$ cat config.mk
export PLATFORM = sky130hd
export DESIGN_NAME = serial_borrow_sub
export DESIGN_NICKNAME = d
export VERILOG_FILES = /design/src/rtl/serial_borrow_sub.sv
export SDC_FILE = /design/constraint.sdc
export NUM_CORES = 1
export LEC_CHECK = 0
export CAP_MARGIN = 20
export CORE_UTILIZATION = 51
export CTS_BUF_LIST = sky130_fd_sc_hd__clkbuf_16
export CTS_CLUSTER_SIZE = 10
export DETAILED_ROUTE_END_ITERATION = 12
export PLACE_DENSITY = 0.78
export SETUP_SLACK_MARGIN = 0.4
export SYNTH_ARGS = -nofsm -noshare
export SYNTH_HDL_FRONTEND = slang
export SYNTH_SLANG_ARGS = --single-unit
$ cat constraint.sdc
create_clock -name clk -period 2 [get_ports clk]
set_input_delay 0.3 -clock clk [delete_from_list [all_inputs] [get_ports clk]]
set_output_delay 0.3 -clock clk [all_outputs]
set_load 0.02 [all_outputs]
$ cat src/rtl/serial_borrow_sub.sv
// Digit-serial subtractor: D = x - y over WIDTH bits, DIGIT bits per clock, borrow held between cycles.
// start is honoured in IDLE/DONE only; D/B/ovf change only on the completing edge.
module serial_borrow_sub #(
  parameter int WIDTH = 8,
  parameter int DIGIT = 1
) (
  input  logic             clk,
  input  logic             rst,
  input  logic             start,
  input  logic [WIDTH-1:0] x,
  input  logic [WIDTH-1:0] y,
  output logic             busy,
  output logic             done,
  output logic [WIDTH-1:0] D,
  output logic             B,
  output logic             ovf
);

  localparam int CYC   = WIDTH / DIGIT;
  localparam int CNT_W = (CYC > 1) ? $clog2(CYC) : 1;

  generate
    if (WIDTH < 2 || DIGIT < 1 || DIGIT > WIDTH || (WIDTH % DIGIT) != 0) begin : g_bad_cfg
      $error("serial_borrow_sub: WIDTH must be >= 2 and a multiple of DIGIT");
    end
  endgenerate

  typedef enum logic [1:0] {
    S_IDLE = 2'd0,
    S_RUN  = 2'd1,
    S_DONE = 2'd2
  } state_t;

  state_t state_q, state_d;

  logic [WIDTH-1:0] xs_q, xs_d;
  logic [WIDTH-1:0] ys_q, ys_d;
  logic             x_msb_q, x_msb_d;
  logic             y_msb_q, y_msb_d;
  logic [CNT_W-1:0] cnt_q, cnt_d;
  logic             borrow_q, borrow_d;
  logic [WIDTH-1:0] d_q, d_d;
  logic             b_q, b_d;
  logic             ovf_q, ovf_d;

  logic             accept;
  logic             run_step;
  logic             last;
  logic [DIGIT:0]   diff;
  logic [WIDTH-1:0] res_next;

  assign accept   = (state_q == S_IDLE || state_q == S_DONE) && start;
  assign run_step = (state_q == S_RUN);
  assign last     = (cnt_q == CNT_W'(CYC - 1));

  // Digit subtract with borrow-in; the extra top bit is the borrow-out.
  assign diff = {1'b0, xs_q[DIGIT-1:0]} - {1'b0, ys_q[DIGIT-1:0]} - {{DIGIT{1'b0}}, borrow_q};

  // Result shift register holds the digits finished so far, top-aligned.
  generate
    if (DIGIT < WIDTH) begin : g_res
      logic [WIDTH-DIGIT-1:0] res_q, res_d;

      assign res_next = {diff[DIGIT-1:0], res_q};

      always_comb begin
        res_d = res_q;
        if (accept) begin
          res_d = '0;
        end else if (run_step) begin
          res_d = res_next[WIDTH-1:DIGIT];
        end
      end

      always_ff @(posedge clk or posedge rst) begin
        if (rst) begin
          res_q <= '0;
        end else begin
          res_q <= res_d;
        end
      end
    end else begin : g_res_single
      assign res_next = diff[DIGIT-1:0];
    end
  endgenerate

  // State register
  always_ff @(posedge clk or posedge rst) begin
    if (rst) begin
      state_q <= S_IDLE;
    end else begin
      state_q <= state_d;
    end
  end

  // Next-state logic
  always_comb begin
    state_d = state_q;
    case (state_q)
      S_IDLE:  if (start) state_d = S_RUN;
      S_RUN:   if (last)  state_d = S_DONE;
      S_DONE:  state_d = start ? S_RUN : S_IDLE;
      default: state_d = S_IDLE;
    endcase
  end

  // Output decode straight off the state register
  always_comb begin
    busy = (state_q == S_RUN);
    done = (state_q == S_DONE);
  end

  always_comb begin
    xs_d     = xs_q;
    ys_d     = ys_q;
    x_msb_d  = x_msb_q;
    y_msb_d  = y_msb_q;
    cnt_d    = cnt_q;
    borrow_d = borrow_q;
    d_d      = d_q;
    b_d      = b_q;
    ovf_d    = ovf_q;
    if (accept) begin
      xs_d     = x;
      ys_d     = y;
      x_msb_d  = x[WIDTH-1];
      y_msb_d  = y[WIDTH-1];
      cnt_d    = '0;
      borrow_d = 1'b0;
    end else if (run_step) begin
      xs_d     = xs_q >> DIGIT;
      ys_d     = ys_q >> DIGIT;
      borrow_d = diff[DIGIT];
      cnt_d    = cnt_q + CNT_W'(1);
      if (last) begin
        d_d   = res_next;
        b_d   = diff[DIGIT];
        ovf_d = (x_msb_q != y_msb_q) && (res_next[WIDTH-1] != x_msb_q);
      end
    end
  end

  always_ff @(posedge clk or posedge rst) begin
    if (rst) begin
      xs_q     <= '0;
      ys_q     <= '0;
      x_msb_q  <= 1'b0;
      y_msb_q  <= 1'b0;
      cnt_q    <= '0;
      borrow_q <= 1'b0;
      d_q      <= '0;
      b_q      <= 1'b0;
      ovf_q    <= 1'b0;
    end else begin
      xs_q     <= xs_d;
      ys_q     <= ys_d;
      x_msb_q  <= x_msb_d;
      y_msb_q  <= y_msb_d;
      cnt_q    <= cnt_d;
      borrow_q <= borrow_d;
      d_q      <= d_d;
      b_q      <= b_d;
      ovf_q    <= ovf_d;
    end
  end

  assign D   = d_q;
  assign B   = b_q;
  assign ovf = ovf_q;

endmodule

# Word level (Yosys, flattened, before mapping)
# Cells that the tools add are included.
word_totals:
  word_cells: 43
  out_inout_bits: 12
  inputBits: 19
  ff_bits: 41
op_classes:
  eq_ne: 7
  n_reduce_logical: 7
  add_sub_neg: 3
  n_bitwise: 1
  n_mux: 14
op_table:
  columns: ["op", "n"]
  rows:
  - ["8-bit two-way mux", 4]
  - ["7-bit two-way mux", 2]
  - ["3-bit two-way mux", 2]
  - ["2-bit one-hot mux with 3 select lines", 1]
  - ["2-bit two-way mux", 2]
  - ["3-bit by 1-bit adder with 3-bit output, second input constant", 1]
  - ["3-bit == test, second input constant", 1]
  - ["1-bit two-way mux", 3]
  - ["3-bit AND reduction", 1]
  - ["2-bit by 1-bit == test with 1-bit output, second input constant", 1]
  - ["2-bit == test, second input constant", 1]
  - ["1-bit logical AND", 2]
  - ["2-bit zero test", 1]
  - ["1-bit inequality test", 2]
  - ["2-bit by 1-bit inequality test with 1-bit output, second input constant", 1]
  - ["2-bit inequality test, second input constant", 1]
  - ["2-bit AND reduction", 1]
  - ["2-bit nonzero test", 1]
  - ["1-bit by 1-bit subtractor with 2-bit output", 1]
  - ["2-bit by 1-bit subtractor with 2-bit output", 1]
  - ["1-bit logical OR", 1]
  - ["1-bit NOT", 1]

# Depth between registers and ports, before layout
# Gate-level depths: netlist of run 1.
depth:
  word_depth: 5
  mapped_depth: 6
  mapped_depth_nobuf: 5

# Least setup slack after synthesis of run 1
# No wires, ideal clock.
synth_path:
  path_kind: "flip-flop to flip-flop"
  startpoint: "register cnt_q[0]"
  endpoint: "register d_q[0], in the netlist D[0]"
  required_ps: 1875
  arrival_ps: 1315
  path_slack_ps: 560
  path_buffers: 1
  setup_time_ps: 125
  period_less_slack_ps: 1440
  path_stages_with_launch: 6
  cell_sequence: "dfrtp_1 -> ha_1 -> ha_1 -> nand3b_4 -> buf_6 -> mux2_2"
synth_via:
  elab_chain_len: 2
synth_rtl:
  columns: ["item", "line", "source"]
  rows:
  - ["from (decl)", "40", "logic [CNT_W-1:0] cnt_q, cnt_d;"]
  - ["from (signal assigned)", "159", "cnt_q <= cnt_d;"]
  - ["3-bit == test", "54", "assign last = (cnt_q == CNT_W'(CYC - 1));"]
  - ["3-bit AND reduction (no line)", null, null]
  - ["to (signal assigned)", "151", "d_q <= '0;"]
  - ["to (signal assigned)", "161", "d_q <= d_d;"]
  - ["to (decl)", "42", "logic [WIDTH-1:0] d_q, d_d;"]
# No other way between the ends.
# A chain may end at the register's enable or synchronous reset.

# Final worst setup path of run 1
layout_path:
  startpoint: "register state_q[0]"
  endpoint: "output busy"
layout_via:
  elab_chain_len: 1
layout_rtl:
  columns: ["item", "line", "source"]
  rows:
  - ["from (decl)", "34", "state_t state_q, state_d;"]
  - ["from (signal assigned)", "92", "state_q <= state_d;"]
  - ["2-bit by 1-bit == test with 1-bit output", "109", "busy = (state_q == S_RUN);"]
  - ["to (decl)", "12", "output logic busy,"]
# No other way between the ends.

==> results of run 1 <==
-- synth_stat cells, drive strengths merged --
master	number
inv	4
o21bai	1
nand3b	1
nor2b	1
a221o	1
a22o	23
a21o	12
o21ai	3
mux2i	1
buf	7
ha	2
o2bb2ai	1
mux2	11
nor2	2
and2b	1
nor3	1
nand2	3
and3b	1
dfrtp	41
a21oi	1
fa	1
nand2b	1
clkinv	1
-- worst reg2reg max path, delay by kind of cell (launching register included) --
family	cells	cell delay [ns]
AND/OR/NAND/NOR	1	0.21
buffers and inverters	1	0.11
AO/OA/AOI/OAI	2	0.22
flip-flops	1	0.35
adder cells (fa/ha/maj)	1	0.50
-- cell type report --
cell class | count | area, um^2 | area share [%]
repair buffers | 35 | 338 | 15.3
clock inverters | 3 | 13.8 | 0.625
multi-input cells | 68 | 619 | 28.1
clock buffers | 5 | 125 | 5.68
flip-flops and latches | 41 | 1030 | 46.6
well taps | 44 | 55.1 | 2.50
inverters | 5 | 23.8 | 1.08
-- logic make-up (layout without fill, tap and decap cells) --
kind of cell / Yosys count / in the layout
flops: 41 / 41
mux: 12 / 12
buf+inv: 12 / 48
compound gates: 42 / 42
simple gates: 11 / 11
fa+ha+maj: 3 / 3
-- layout by cell type (no fill, tap or decap) --
cell type	netlist	routed
a21o_1	12	12
a21oi_1	1	1
a221o_1	1	1
a22o_1	23	23
and2b_1	1	1
and3b_1	1	1
buf_4	2	5
clkbuf_16	0	5
clkdlybuf4s15_1	0	2
clkdlybuf4s50_1	0	28
clkinv_2	0	2
clkinv_4	1	1
dfrtp_1	41	40
dfrtp_2	0	1
fa_2	0	1
ha_1	2	2
inv_1	4	5
mux2_2	11	11
mux2i_1	1	1
nand2_1	3	3
nand2b_4	1	1
nand3b_4	1	1
nor2_1	1	1
nor2_4	1	1
nor2b_4	1	1
nor3_2	1	1
o21ai_0	2	2
o21ai_1	1	1
o21bai_1	1	1
o2bb2ai_1	1	1
-- report_power, final --
group	internal (uW)	switching [uW]	leakage (uW)
logic	820	735	0.000506
clock network	452	284	0.0000748
registers	1220	242	0.000514
total	2490	1260	0.00109
-- state kept, by name (all words and copies together) (netlist names) --
name	count
B	1
ovf	1
y_msb_q	1
ys_q	8
borrow_q	1
D	8
x_msb_q	1
state_q	2
cnt_q	3
g_res.res_q	7
xs_q	8
-- worst max path at each step --
stage	from	end
final	state_q[0]	busy
after detailed placement	start	x_msb_q
after global routing	ys_q[0]	ovf
after CTS	state_q[0]	busy
after floorplan	cnt_q[0]	D[0]
after global placement	start	y_msb_q
-- per-stage QoR --
stage / total power [uW] / hold slack, ns / instances / worst slack (ns)
2_1_floorplan: 2560 / 0.422 / 121 / 0.560
3_3_place_gp: 2950 / 0.459 / 193 / 0.342
3_5_place_dp: 3030 / 0.466 / 193 / 0.284
4_1_cts: 3790 / 0.466 / 201 / 0.405
5_1_grt: 4000 / 0.505 / 201 / 0.382
6_report: 3750 / 0.441 / 201 / 0.451
-- per-layer routing --
metal | up-vias | part of all wire, % | track usage (%)
met1 | 548 | 45 | 23.1
met2 | 20 | 51 | 31.1
met4 | 0 | 1.0 | 6.98
met5 | - | 0 | 0
met3 | 4 | 2.8 | 8.32
li1 | 511 | - | -
-- what timing repair did --
action                                  in CTS  in global routing
endpoints found under the setup margin       2                  3
pin swaps                                    0                  1
hold buffers                                 0                  0
resized for setup                            3                  3
==> metrics, run 1 <==
warnings from Yosys 0; PortBufs 30; reg-to-reg endpoint ovf; Setup Total Neg Slack 0 ns; critical path depth 3; syn avg cell area 14.3 um^2; library cells used by synthesis 28; Vias 1083; gpl congestion 0.699; core area 3130 um^2; WP data arrival 1.25 ns; # setup viols final 0; DR vias/cell 5.39; maximum VDD drop 0.000973 V; Synth top area share 59.1%; P_leak 0.00109 uW; max-cap violations 0; area leader, netlist dfrtp_1; Post-Route WL 3000 um; post-CTS setup buffer count 0; skew final 0.00432 ns; CP peak stage delay 0.46 ns; P&R area growth vs syn 26.9%; Compound-Gate Fraction of Synth Area 19.5%; Buf/Inv on CP 2; PD cells 1700 nW/um^2; Antenna Cells 0; type of origin of the critical path flop; mux share of post-synthesis cell area 7.71%; grt ovf 0; Reg2Reg Depth 5; HP Class input port to asynchronous set/reset pin; share of layout cells above drive strength 1 19.7%; R2R setup slack 0.48 ns; clock slew at the register clock pins of the worst setup and hold paths 0.05 ns; slowest library cell on the worst path dfrtp_2; 1st-pass router iterations 4; Simple-Gate Fraction of Synth Area 5.77%; status complete, no violations; DR DRC count 0; Syn Std Cell Area 1740 um^2; Final Cycle Share 77.5%; Synth Net Count 143; Worst Tran Pin Value 0.496 ns; Clock Latency Late Sink 0.28 ns; synth top area cells dfrtp_1 59%, a22o_1 12%, mux2_2 7.1%; antenna violations before repair 0; TritonCTS clock tree yes; Final Hold Violating Endpoints 0; crit end category output pin; Max Slew Vio Count 0; Post-Synth Adder-Cell Area 2.60%; largest net degree at the start of global routing 42; fin util 70.4%; synthesized instance count 121; DRT antenna net count 0; HPWL after DPL 2070 um; fill cell count 236; row cnt 20; GR Util All Layers 19.3%; Initial DRC Count 36; CP cell instances nand2b_4, clkinv_4, clkdlybuf4s15_1; RSZ-0062 raised after global routing true; clock root cell clkbuf_16; clk sink count 41; Die ar. 3640 um^2; Final Cell Area 2200 um^2; dpl cell area 2060 um^2; worst reg2reg startpoint ys_q[0]; Initial Util 55.5%; chip width 60.3 um; H-tree levels 2; first-pass GRT wire length 4870 um; number of global-route vias before repair 1048; nets@finish 178; CTS buffer count 5; largest family of logic cells by synthesized area compound AO/OA/AOI/OAI gates; Synth Area in XOR/XNOR 0%; height of the die 60.3 um; Max Freq 646 MHz; number of synthesized register bits 41; required time of the worst setup path 1.70 ns; Slew headroom 66.9%; Final min period 1.55 ns; maximum fanout along the worst path 10; WS Path Type flop to output pin; wire per inst 14.9 um; sequential-to-total area share from yosys stat 59.1%; Crit path max-delay family flip-flops; I/O Pins 31; CTS Buffer Depth 2
No activity file was read; power rests on OpenSTA's default activity.
==> run 2, diff against run 1 <==
- CORE_UTILIZATION: 51 -> 46
- PLACE_DENSITY: 0.78 -> 0.74
- clock period: 2 -> 1.4 ns (I/O delays scaled with it)
==> metrics, run 2 (synthesis gave the netlist of run 1 again) <==
status finished, violations left; failing checks negative setup slack; type of origin of the critical path flop; PD cells 2580 nW/um^2; Switching Fraction 33.5%; Final Cycle Share 106%; worst setup margin -0.0794 ns; Clock Power Share 14.6%; Vias 1372; Net Switching 2480 uW; Comb pwr share 56.1%; P_leak 0.00146 uW; maximum VDD drop 0.00138 V; Worst Tran Pin Value 0.356 ns; HPWL after DPL 2290 um; chip width 63.4 um; DR vias/cell 5.53; Final Hold Violating Endpoints 0; worst reg2reg startpoint state_q[0]; CTS buffer count 5; Antenna Cells 0; clock slew at the register clock pins of the worst setup and hold paths 0.06 ns; fill cell count 179; required time of the worst setup path 1.56 ns; maximum fanout along the worst path 5; Slew headroom 76.2%; Die ar. 4020 um^2; slowest library cell on the worst path dfrtp_2; Reg area 1030 um^2; grt ovf 0; WP data arrival 1.64 ns; CTS Buffer Depth 2; P&R area growth vs syn 65.0%; largest net degree at the start of global routing 18; I/O Pins 31; Max Freq 676 MHz; area of the multi-input gates 737 um^2; Initial Util 50.0%; core area 3470 um^2; Setup Total Neg Slack -0.763 ns; Flop pwr share 29.3%; Max Slew Vio Count 0; RSZ-0062 raised after global routing true; row cnt 21; commonest non-fill, non-tap cell in the layout dfrtp_1; Pwr Total 7380 uW; gpl congestion 0.725; height of the die 63.4 um; H-tree levels 2; Post-Route WL 4820 um; wire per inst 19.4 um; clk sink count 41; Pint 4910 uW; CP cell instances buf_6, nor2b_4, nor2_4, buf_12, mux2_4; Final min period 1.48 ns; Crit path max-delay family flip-flops; crit path from state_q[0]; crit end category flop; CP peak stage delay 0.44 ns; Initial DRC Count 66; DR DRC count 0; first-pass GRT wire length 6830 um; GR Util All Layers 23.2%; Buf/Inv on CP 2; nets@finish 223; DRT antenna net count 0; most frequent cells in the layout 40 x dfrtp_1, 26 x buf_4, 23 x a22o_1, 22 x buf_6, 18 x clkdlybuf4s50_1; WS Path Type flop to flop; number of global-route vias before repair 1368; max-cap violations 0; TritonCTS clock tree yes; Clock Latency Late Sink 0.28 ns; HP Class input port to asynchronous set/reset pin; 1st-pass router iterations 4; antenna violations before repair 0; share of layout cells above drive strength 1 47.5%; skew final 0.00450 ns; PortBufs 30; # setup viols final 29; clock root cell clkbuf_16
## run 2: cell count changes in the layout (fill, tap and decap cells not counted), moves of 5 or more
| cell | before | now |
|---|---|---|
| buf_4 | 5 | 26 |
| buf_12 | 0 | 6 |
| buf_6 | 0 | 22 |
| clkdlybuf4s50_1 | 28 | 18 |
| mux2_4 | 0 | 11 |
| mux2_2 | 11 | 0 |
| inv_1 | 5 | 0 |
## run 2: cell type report
| cell class | count | area share, % |
|---|---|---|
| inverter | 5 | 0.962 |
| clock buffer | 5 | 4.37 |
| multi-input combinational | 71 | 25.7 |
| timing repair buffer | 77 | 30.6 |
| clock inverter | 3 | 0.437 |
| tap | 46 | 2.01 |
| sequential | 41 | 35.9 |
## run 2: worst paths after layout
kind | endpoint | slack (ns) | cells after the start
min reg2reg | xs_q[3] | 0.49 | 1
max in group asynchronous | D[7] | 0.64 | 3
max reg2reg | cnt_q[0] | -0.08 | 5
min in group clk | xs_q[3] | 0.49 | 1
max | cnt_q[0] | -0.08 | 5
min | D[6] | 0.26 | 2
## run 2: routing by layer
layer  GRT usage [%]  up-vias  wire [um]
met5               0        -          0
met4            8.81        0         85
met3            5.07        7        197
met2            40.7       52       2510
met1            27.6      702       2020
li1                -      611          -
## run 2: through the flow
step | worst slack (ns) | instance area, um^2 | hold slack, ns | util [%] | instances
floorplan | 0.0406 | 1800 | 0.195 | - | 121
global placement | -0.117 | 2190 | 0.460 | 63.2 | 201
detailed placement | -0.142 | 2190 | 0.468 | 63.2 | 201
CTS | 0.0101 | 2670 | 0.257 | 76.9 | 233
global route | -0.0937 | 2860 | 0.297 | 82.5 | 248
finish | -0.0794 | 2860 | 0.264 | 82.5 | 248
## run 2: power groups by stage
stage	registers (uW)	logic [uW]	clock network (uW)
after floorplan	2200	1650	0
after global placement	2080	2440	0
after detailed placement	2130	2540	0
after CTS	2130	3530	1080
after global routing	2220	4380	1140
final	2170	4140	1080
## run 2: repair_timing
item                                    in CTS  in global routing
hold buffers                                 0                  0
gates resized for setup                     87                 17
pin swaps                                    8                 12
buffers inserted                            18                 13
endpoints found under the setup margin      52                 53
cloned                                       6                  2
==> run 3, diff against run 2 <==
- GPL_TIMING_DRIVEN: default -> 0
- SLEW_MARGIN: default -> 20
==> metrics, run 3 (synthesis gave the netlist of run 1 again) <==
DRT antenna net count 0; PortBufs 30; DR vias/cell 5.48; # setup viols final 30; status finished, violations left; Initial Util 50.0%; height of the die 63.4 um; most frequent cells in the layout 40 x dfrtp_1, 28 x buf_6, 27 x buf_4, 23 x a22o_1, 18 x clkdlybuf4s50_1; CTS Buffer Depth 2; wire per inst 19.8 um; type of origin of the critical path flop; Reg2Reg Depth 5; worst reg2reg startpoint ys_q[0]; clock slew at the register clock pins of the worst setup and hold paths 0.06 ns; P&R area growth vs syn 64.2%; crit end category flop; gpl congestion 0.725; I/O Pins 31; chip width 63.4 um; worst setup margin -0.201 ns; nets@finish 223; row cnt 21; Die ar. 4020 um^2; grt ovf 0; PD cells 2690 nW/um^2; TritonCTS clock tree yes; HPWL after DPL 2250 um; core area 3470 um^2; number of global-route vias before repair 1404; reg-to-reg endpoint ovf; first-pass GRT wire length 7250 um; Pwr Total 7650 uW; non-filler instance count after layout 248; WS Path Type flop to flop; WP data arrival 1.77 ns; 1st-pass router iterations 4; Setup Total Neg Slack -0.985 ns; HP Class input port to asynchronous set/reset pin; H-tree levels 2; failing checks negative setup slack; Post-Place Worst Slack -0.209 ns; Final Hold Violating Endpoints 0; P_leak 0.00145 uW; Clock Latency Late Sink 0.28 ns; Final min period 1.60 ns; R2R setup slack -0.20 ns; Vias 1360; DR DRC count 0; required time of the worst setup path 1.57 ns; crit path from ys_q[0]; share of layout cells above drive strength 1 49.5%; Initial DRC Count 70; maximum fanout along the worst path 4; largest net degree at the start of global routing 22; clock root cell clkbuf_16; commonest non-fill, non-tap cell in the layout dfrtp_1; clk sink count 41; CP endpoint ovf; antenna violations before repair 0; Antenna Cells 0; Post-Route WL 4910 um; RSZ-0062 raised after global routing true; Max Slew Vio Count 0; maximum VDD drop 0.00124 V; Slew headroom 68.6%; skew final 0.00434 ns; Worst Tran Pin Value 0.470 ns; placed insts 197; Max Freq 625 MHz; Post-CTS Hold Fix Bufs 0; GR Util All Layers 25.2%; max-cap violations 0; CTS buffer count 5; Final Cycle Share 114%
## run 3: report_power, final
| group | internal, uW | total (uW) | switching, uW |
|---|---|---|---|
| clock network | 1020 | 1480 | 465 |
| registers | 1740 | 2190 | 443 |
| logic | 2380 | 3980 | 1610 |
## run 3: worst min path at each step
stage | from | to | cells after the start | slack, ns
2_1_floorplan | rst | B | 1 | 0.20
3_3_place_gp | xs_q[2] | xs_q[2] | 1 | 0.46
3_5_place_dp | xs_q[5] | xs_q[5] | 1 | 0.47
4_1_cts | rst | D[2] | 2 | 0.41
5_1_grt | rst | g_res.res_q[3] | 2 | 0.44
6_report | rst | state_q[1] | 2 | 0.40
## run 3: worst max-delay path, cell delays in order (launching register included)
cell and delay (ns):
dfrtp_1 0.40, inv_2 0.10, fa_2 0.47, and3b_1 0.21, a21oi_1 0.21, o21ai_1 0.09
## run 3: stage by stage
step,hold slack (ns),area (um^2),util (%)
final,0.397,2850,82.2
after global routing,0.440,2850,82.2
after CTS,0.409,2710,78.0
after detailed placement,0.474,2160,62.2
after global placement,0.458,2160,62.2
after floorplan,0.195,1800,-
## run 3: final cells by class
cell class	count	area, um^2
repair inverters	1	7.51
flip-flops and latches	41	1030
well taps	46	57.6
repair buffers	72	726
inverters	5	40.0
multi-input cells	68	712
clock buffers	5	125
clock inverters	3	65.1
plain buffers	7	90.1
fillers	187	618
## run 3: metal layers
metal  wire (um)  up-vias  GRT usage, %
met1        2000      675          29.6
met2        2450       67          41.2
met3         272       14          5.43
met5           0        -             0
li1            -      604             -
met4         187        0          16.8
## run 3: repair_timing
item / 4_1_cts / 5_1_grt
pin swaps: 7 / 3
gates cloned: 4 / 1
gates resized for setup: 98 / 12
setup endpoints to repair: 54 / 73
buffers inserted: 28 / 10
==> patch 1, RTL diff (config.mk and constraints of run 2) <==
The parameter `WIDTH` goes from 8 to 16.
--- a/src/rtl/serial_borrow_sub.sv
+++ b/src/rtl/serial_borrow_sub.sv
@@ -3,3 +3,3 @@
 module serial_borrow_sub #(
-  parameter int WIDTH = 8,
+  parameter int WIDTH = 16,
   parameter int DIGIT = 1
Ports: changed (resized D, x and y); port bits go from 31 to 55. No check against the original RTL was run, so the function may have changed too.
==> patch 1 against run 2 <==
  * Largest cell class unchanged
  * Power up 82%
  * Sequential cell count is 33 higher
  * Non-clock buffer count rose by 49
  * Die area up 75%
  * Sequential power up 81%
  * Wire length increased by 100%
  * Largest power group unchanged
  * The flow finishes with violations (DRC, setup timing)
  * Cell area is 84% higher
  * Synthesized area grew 78%
  * Global-route usage increased by 1.4 points
  * Worst setup slack worse by 0.011 ns
==> patch 1: results (changes against run 2) <==
INFO  metric powerDensity = 2556 mW/mm^2 (-0.87%)
INFO  metric final-clk-cell-share = 5.710% (+0.90 points)
INFO  metric layout.nets = 410 (+84%)
INFO  metric first_iter_violations = 181 (+170%)
INFO  metric met1_length = 4.107 mm (+100%)
INFO  metric fraction_of_area_in_registers = 35.24% (-0.65 points)
INFO  metric run_status = complete, but fails checks
INFO  metric global_route.usage.met2 = 36.89% (-3.8 points)
INFO  metric critical_path.endpoint = D[14]
INFO  metric synth.top_cells.by_count = sky130_fd_sc_hd__dfrtp_1 (74), sky130_fd_sc_hd__nand2_1 (39), sky130_fd_sc_hd__nand3_1 (30)
INFO  metric fin_worst_skew = 0.007948 ns (+0.003450 ns)
INFO  metric vias_per_cell = 5.912 (+6.9%)
INFO  metric n_all_inverters = 4 (-1)
INFO  metric post_drt_wl_per_cell = 21.41 um (+10%)
INFO  metric io_buffer_count = 54 (+80%)
INFO  metric fill_cells = 327 (+83%)
INFO  metric swShare = 34.79% (+1.3 points)
INFO  metric violations = DRC, setup timing
INFO  metric post-route-drc-count = 6 (+6)
INFO  metric placement.cell_area = 0.004089 mm^2 (+87%)
INFO  metric postLayoutSetupSlackWorst = -0.09009 ns (-0.01067 ns)
INFO  metric n_tap_cell = 77 (+67%)
INFO  metric setup-violations-final = 23 (-21%)
INFO  metric synth.yosys.seq_area_share = 59.94% (+0.82 points)
INFO  metric grt_pass1_wl = 12.99 mm (+90%)
INFO  metric seq_cell_power = 3.92 mW (+81%)
INFO  metric power.static_leakage = 2.453 nW (+68%)
INFO  metric detailroute.wirelength.met3 = 483 um (+150%)
INFO  metric nonClockBufferCount = 126 (+64%)
INFO  metric synth_seq_cells = 74 (+80%)
INFO  metric htree_levels = 3 (+1)
INFO  metric dp_hpwl = 4.299 mm (+88%)
INFO  metric routed-wl-met2 = 4.805 mm (+91%)
## patch 1: changes by cell type after synthesis, moves of 4 or more
| cell | delta |
|---|---|
| sky130_fd_sc_hd__a21o_1 | -12 |
| sky130_fd_sc_hd__nand3_1 | +30 |
| sky130_fd_sc_hd__mux2_4 | +9 |
| sky130_fd_sc_hd__clkbuf_1 | +6 |
| sky130_fd_sc_hd__a22o_1 | -4 |
| sky130_fd_sc_hd__nand2_1 | +36 |
| sky130_fd_sc_hd__buf_2 | +8 |
| sky130_fd_sc_hd__dfrtp_1 | +33 |
| sky130_fd_sc_hd__a22oi_1 | +29 |
## patch 1: cell families (layout without fill, tap and decap cells)
| kind of cell | Yosys count | after routing | share of synthesized area [%] |
|---|---|---|---|
| simple gates | 80 | 83 | 12.80 |
| flops | 74 | 74 | 59.94 |
| compound gates | 54 | 54 | 13.81 |
| buf+inv | 23 | 145 | 4.455 |
| mux | 19 | 19 | 7.939 |
| fa+ha+maj | 2 | 2 | 1.053 |
==> patch 2, RTL diff (settings of run 2) <==
Without the edit above. The 3 states of `state_t` get a one-hot encoding in 3 bits.
--- a/src/rtl/serial_borrow_sub.sv
+++ b/src/rtl/serial_borrow_sub.sv
@@ -27,6 +27,6 @@
 
-  typedef enum logic [1:0] {
-    S_IDLE = 2'd0,
-    S_RUN  = 2'd1,
-    S_DONE = 2'd2
+  typedef enum logic [2:0] {
+    S_IDLE = 3'b001,
+    S_RUN  = 3'b010,
+    S_DONE = 3'b100
   } state_t;
Function: no difference found for any inputs over 10 cycles, from zero or initial values and one cycle with rst high; not proved beyond that.
==> patch 2 against run 2 <==
  * The flow still finishes with violations (setup timing)
  * Via count grew 4.3%
  * Wire length shrank 1.7%
  * Sequential cell count rose by 1
  * Worst setup slack worse by 0.21 ns
  * Sequential power decreased by 15%
  * Synthesized area up 8.9%
  * Final cell count up 7.7%
  * Synthesized cell count up 26%
  * Cell area up 5.7%
  * Critical endpoint is now xs_q[5]
  * Utilization decreased by 2.9 points
  * Sequential share of layout area down 1.1 points
  * Power is 24% lower
  * Highest routed layer unchanged
==> patch 2: results (changes against run 2) <==
INFO  metric dp_hpwl = 2.644 mm (+16%)
INFO  metric ys_dominant_reg_cell = sky130_fd_sc_hd__dfrtp_1
INFO  metric postSynthNetCount = 174 (+22%)
INFO  metric gp_routability_congestion = 0.7492 (+3.3%)
INFO  metric first_iter_violations = 62 (-6.1%)
INFO  metric slowest_stage = sky130_fd_sc_hd__or3b_4
INFO  metric pin_count_of_the_biggest_net_entering_global_routing = 43 (+25)
INFO  metric n_antenna_cell = 0 (unchanged)
INFO  metric antenna_found_initial = 0 (unchanged)
INFO  metric route.vias.total = 1431 (+4.3%)
INFO  metric cts_max_path_buffers = 2 (unchanged)
INFO  metric fin_worst_skew = 0.006973 ns (+0.002475 ns)
INFO  metric post_drt_wl_per_cell = 17.74 um (-8.7%)
INFO  metric synthTopCellsByArea = sky130_fd_sc_hd__dfrtp_1 (54%), sky130_fd_sc_hd__mux2_2 (10%), sky130_fd_sc_hd__mux2_4 (7.2%)
INFO  metric violations = setup timing
INFO  metric grt_pass1_vias = 1421 (+3.9%)
INFO  metric htree_levels = 2 (unchanged)
INFO  metric cp_data_arrival_time = 1.85 ns (+0.21 ns)
INFO  metric setup-violations-final = 42 (+45%)
INFO  metric total_grt_usage = 23.81% (+0.57 points)
INFO  metric power.static_leakage = 1.426 nW (-2.2%)
INFO  metric drive_gt1_share = 55.25% (+7.7 points)
INFO  metric io_buffer_count = 30 (unchanged)
INFO  metric power.ir.vdd_worst = 1.173 mV (-15%)
INFO  metric slowest_delay = 0.43 ns
INFO  metric clk_transition_reported_paths = 0.06 ns (about the same)
INFO  metric layout.nets = 240 (+7.6%)
INFO  metric clock_tree_root = sky130_fd_sc_hd__clkbuf_16
INFO  metric worst_skew_pair.late_latency = 0.28 ns (about the same)
INFO  metric synth.yosys.seq_area_share = 55.70% (-3.4 points)
INFO  metric synth.top_cells.by_count = sky130_fd_sc_hd__dfrtp_1 (41), sky130_fd_sc_hd__nand2_1 (26), sky130_fd_sc_hd__mux2_2 (17)
INFO  metric grt_pass1_wl = 7.293 mm (+6.8%)
INFO  metric run_status = complete, but fails checks
INFO  metric placement.cell_area = 0.002406 mm^2 (+9.8%)
INFO  metric hp-class = in2async
INFO  metric crit_fanout = 6 (+1)
INFO  metric postLayoutSetupSlackWorst = -0.2847 ns (-0.2053 ns)
INFO  metric timing.slew.headroom = 84.73% (+8.5 points)
INFO  metric fill_cells = 209 (+17%)
INFO  metric ys_types = 29 (+3.6%)
INFO  metric async_reset_ff_share = 100.0% (unchanged)
INFO  metric critPathTopFamily = multiplexers
INFO  metric yosys_warnings = 0 (unchanged)
INFO  metric cts_buffers = 5 (unchanged)
INFO  metric dr.pass1.iters = 4 (unchanged)
[patch 2: changes by cell type after synthesis, moves of 2 or more]
cell | before | now
sky130_fd_sc_hd__clkbuf_1 | 0 | 2
sky130_fd_sc_hd__a2bb2oi_1 | 0 | 6
sky130_fd_sc_hd__buf_2 | 1 | 4
sky130_fd_sc_hd__mux2_2 | 11 | 17
sky130_fd_sc_hd__a22oi_1 | 0 | 6
sky130_fd_sc_hd__nand2_1 | 3 | 26
sky130_fd_sc_hd__a21o_1 | 12 | 0
sky130_fd_sc_hd__a22o_1 | 23 | 2
sky130_fd_sc_hd__a21oi_1 | 1 | 11
sky130_fd_sc_hd__nor2_1 | 1 | 3
sky130_fd_sc_hd__mux2_4 | 0 | 9
[patch 2: logic make-up after synthesis]
logic type	synth area share, %
multiplexers	17.28
XOR/XNOR	1.325
flip-flops	55.70
buffers and inverters	4.040
AND/OR/NAND/NOR	9.073
AO/OA/AOI/OAI	10.20
adder cells (fa/ha/maj)	2.384
[patch 2: power breakdown]
group | switching, mW | leakage, nW | internal, mW
Sequential | 0.268 | 0.536 | 1.58
Clock | 0.455 | 0.0836 | 0.834
Combinational | 1.01 | 0.807 | 1.48
[patch 2: cell type report]
cell class                 instances  area, um^2  area share [%]
clock inverter                     3       40.04           1.323
tap                               48       60.06           1.985
multi-input combinational         96       979.7           32.38
inverter                           5       27.53          0.9098
clock buffer                       5       125.1           4.136
timing repair buffer              68       739.5           24.44
sequential                        42        1054           34.82
[patch 2: through the flow]
step	hold slack, ns	cells	setup slack, ns	setup TNS, ns	util, %
final	0.3207	267	-0.2847	-5.320	79.64
after floorplan	0.2011	152	-0.2153	-2.723	-
after CTS	0.3334	259	-0.2943	-4.309	73.78
after global routing	0.3466	267	-0.3080	-6.995	79.64
after detailed placement	0.4833	241	-0.2784	-7.853	63.34
after global placement	0.4651	241	-0.2492	-6.355	63.34
[patch 2: per-layer routing]
metal / global-route usage [%] / wire length [um] / up-vias
li1: - / - / 658
met1: 28.80 / 1956 / 719
met2: 39.92 / 2505 / 46
met3: 6.034 / 169 / 8
met4: 10.37 / 106 / 0
met5: 0 / 0 / -
[patch 2: path summary, 6_finish.rpt]
| path | start | to | slack, ns | depth (start not counted) |
|---|---|---|---|---|
| max | state_q[1] | xs_q[5] | -0.28 | 5 |
| min reg2reg | g_res.res_q[0] | D[0] | 0.52 | 1 |
| min | rst | D[0] | 0.32 | 3 |
| min in group clk | y[5] | ys_q[5] | 0.51 | 2 |
| max in group asynchronous | rst | state_q[0] | 0.81 | 3 |
| max reg2reg | state_q[1] | xs_q[5] | -0.28 | 5 |
[patch 2: repair_timing]
item | CTS | global route
hold buffers | 0 | 0
pin swaps | 6 | 14
buffers inserted | 7 | 7
resized for setup | 107 | 32
setup endpoints to repair | 54 | 54
gates cloned | 3 | 1
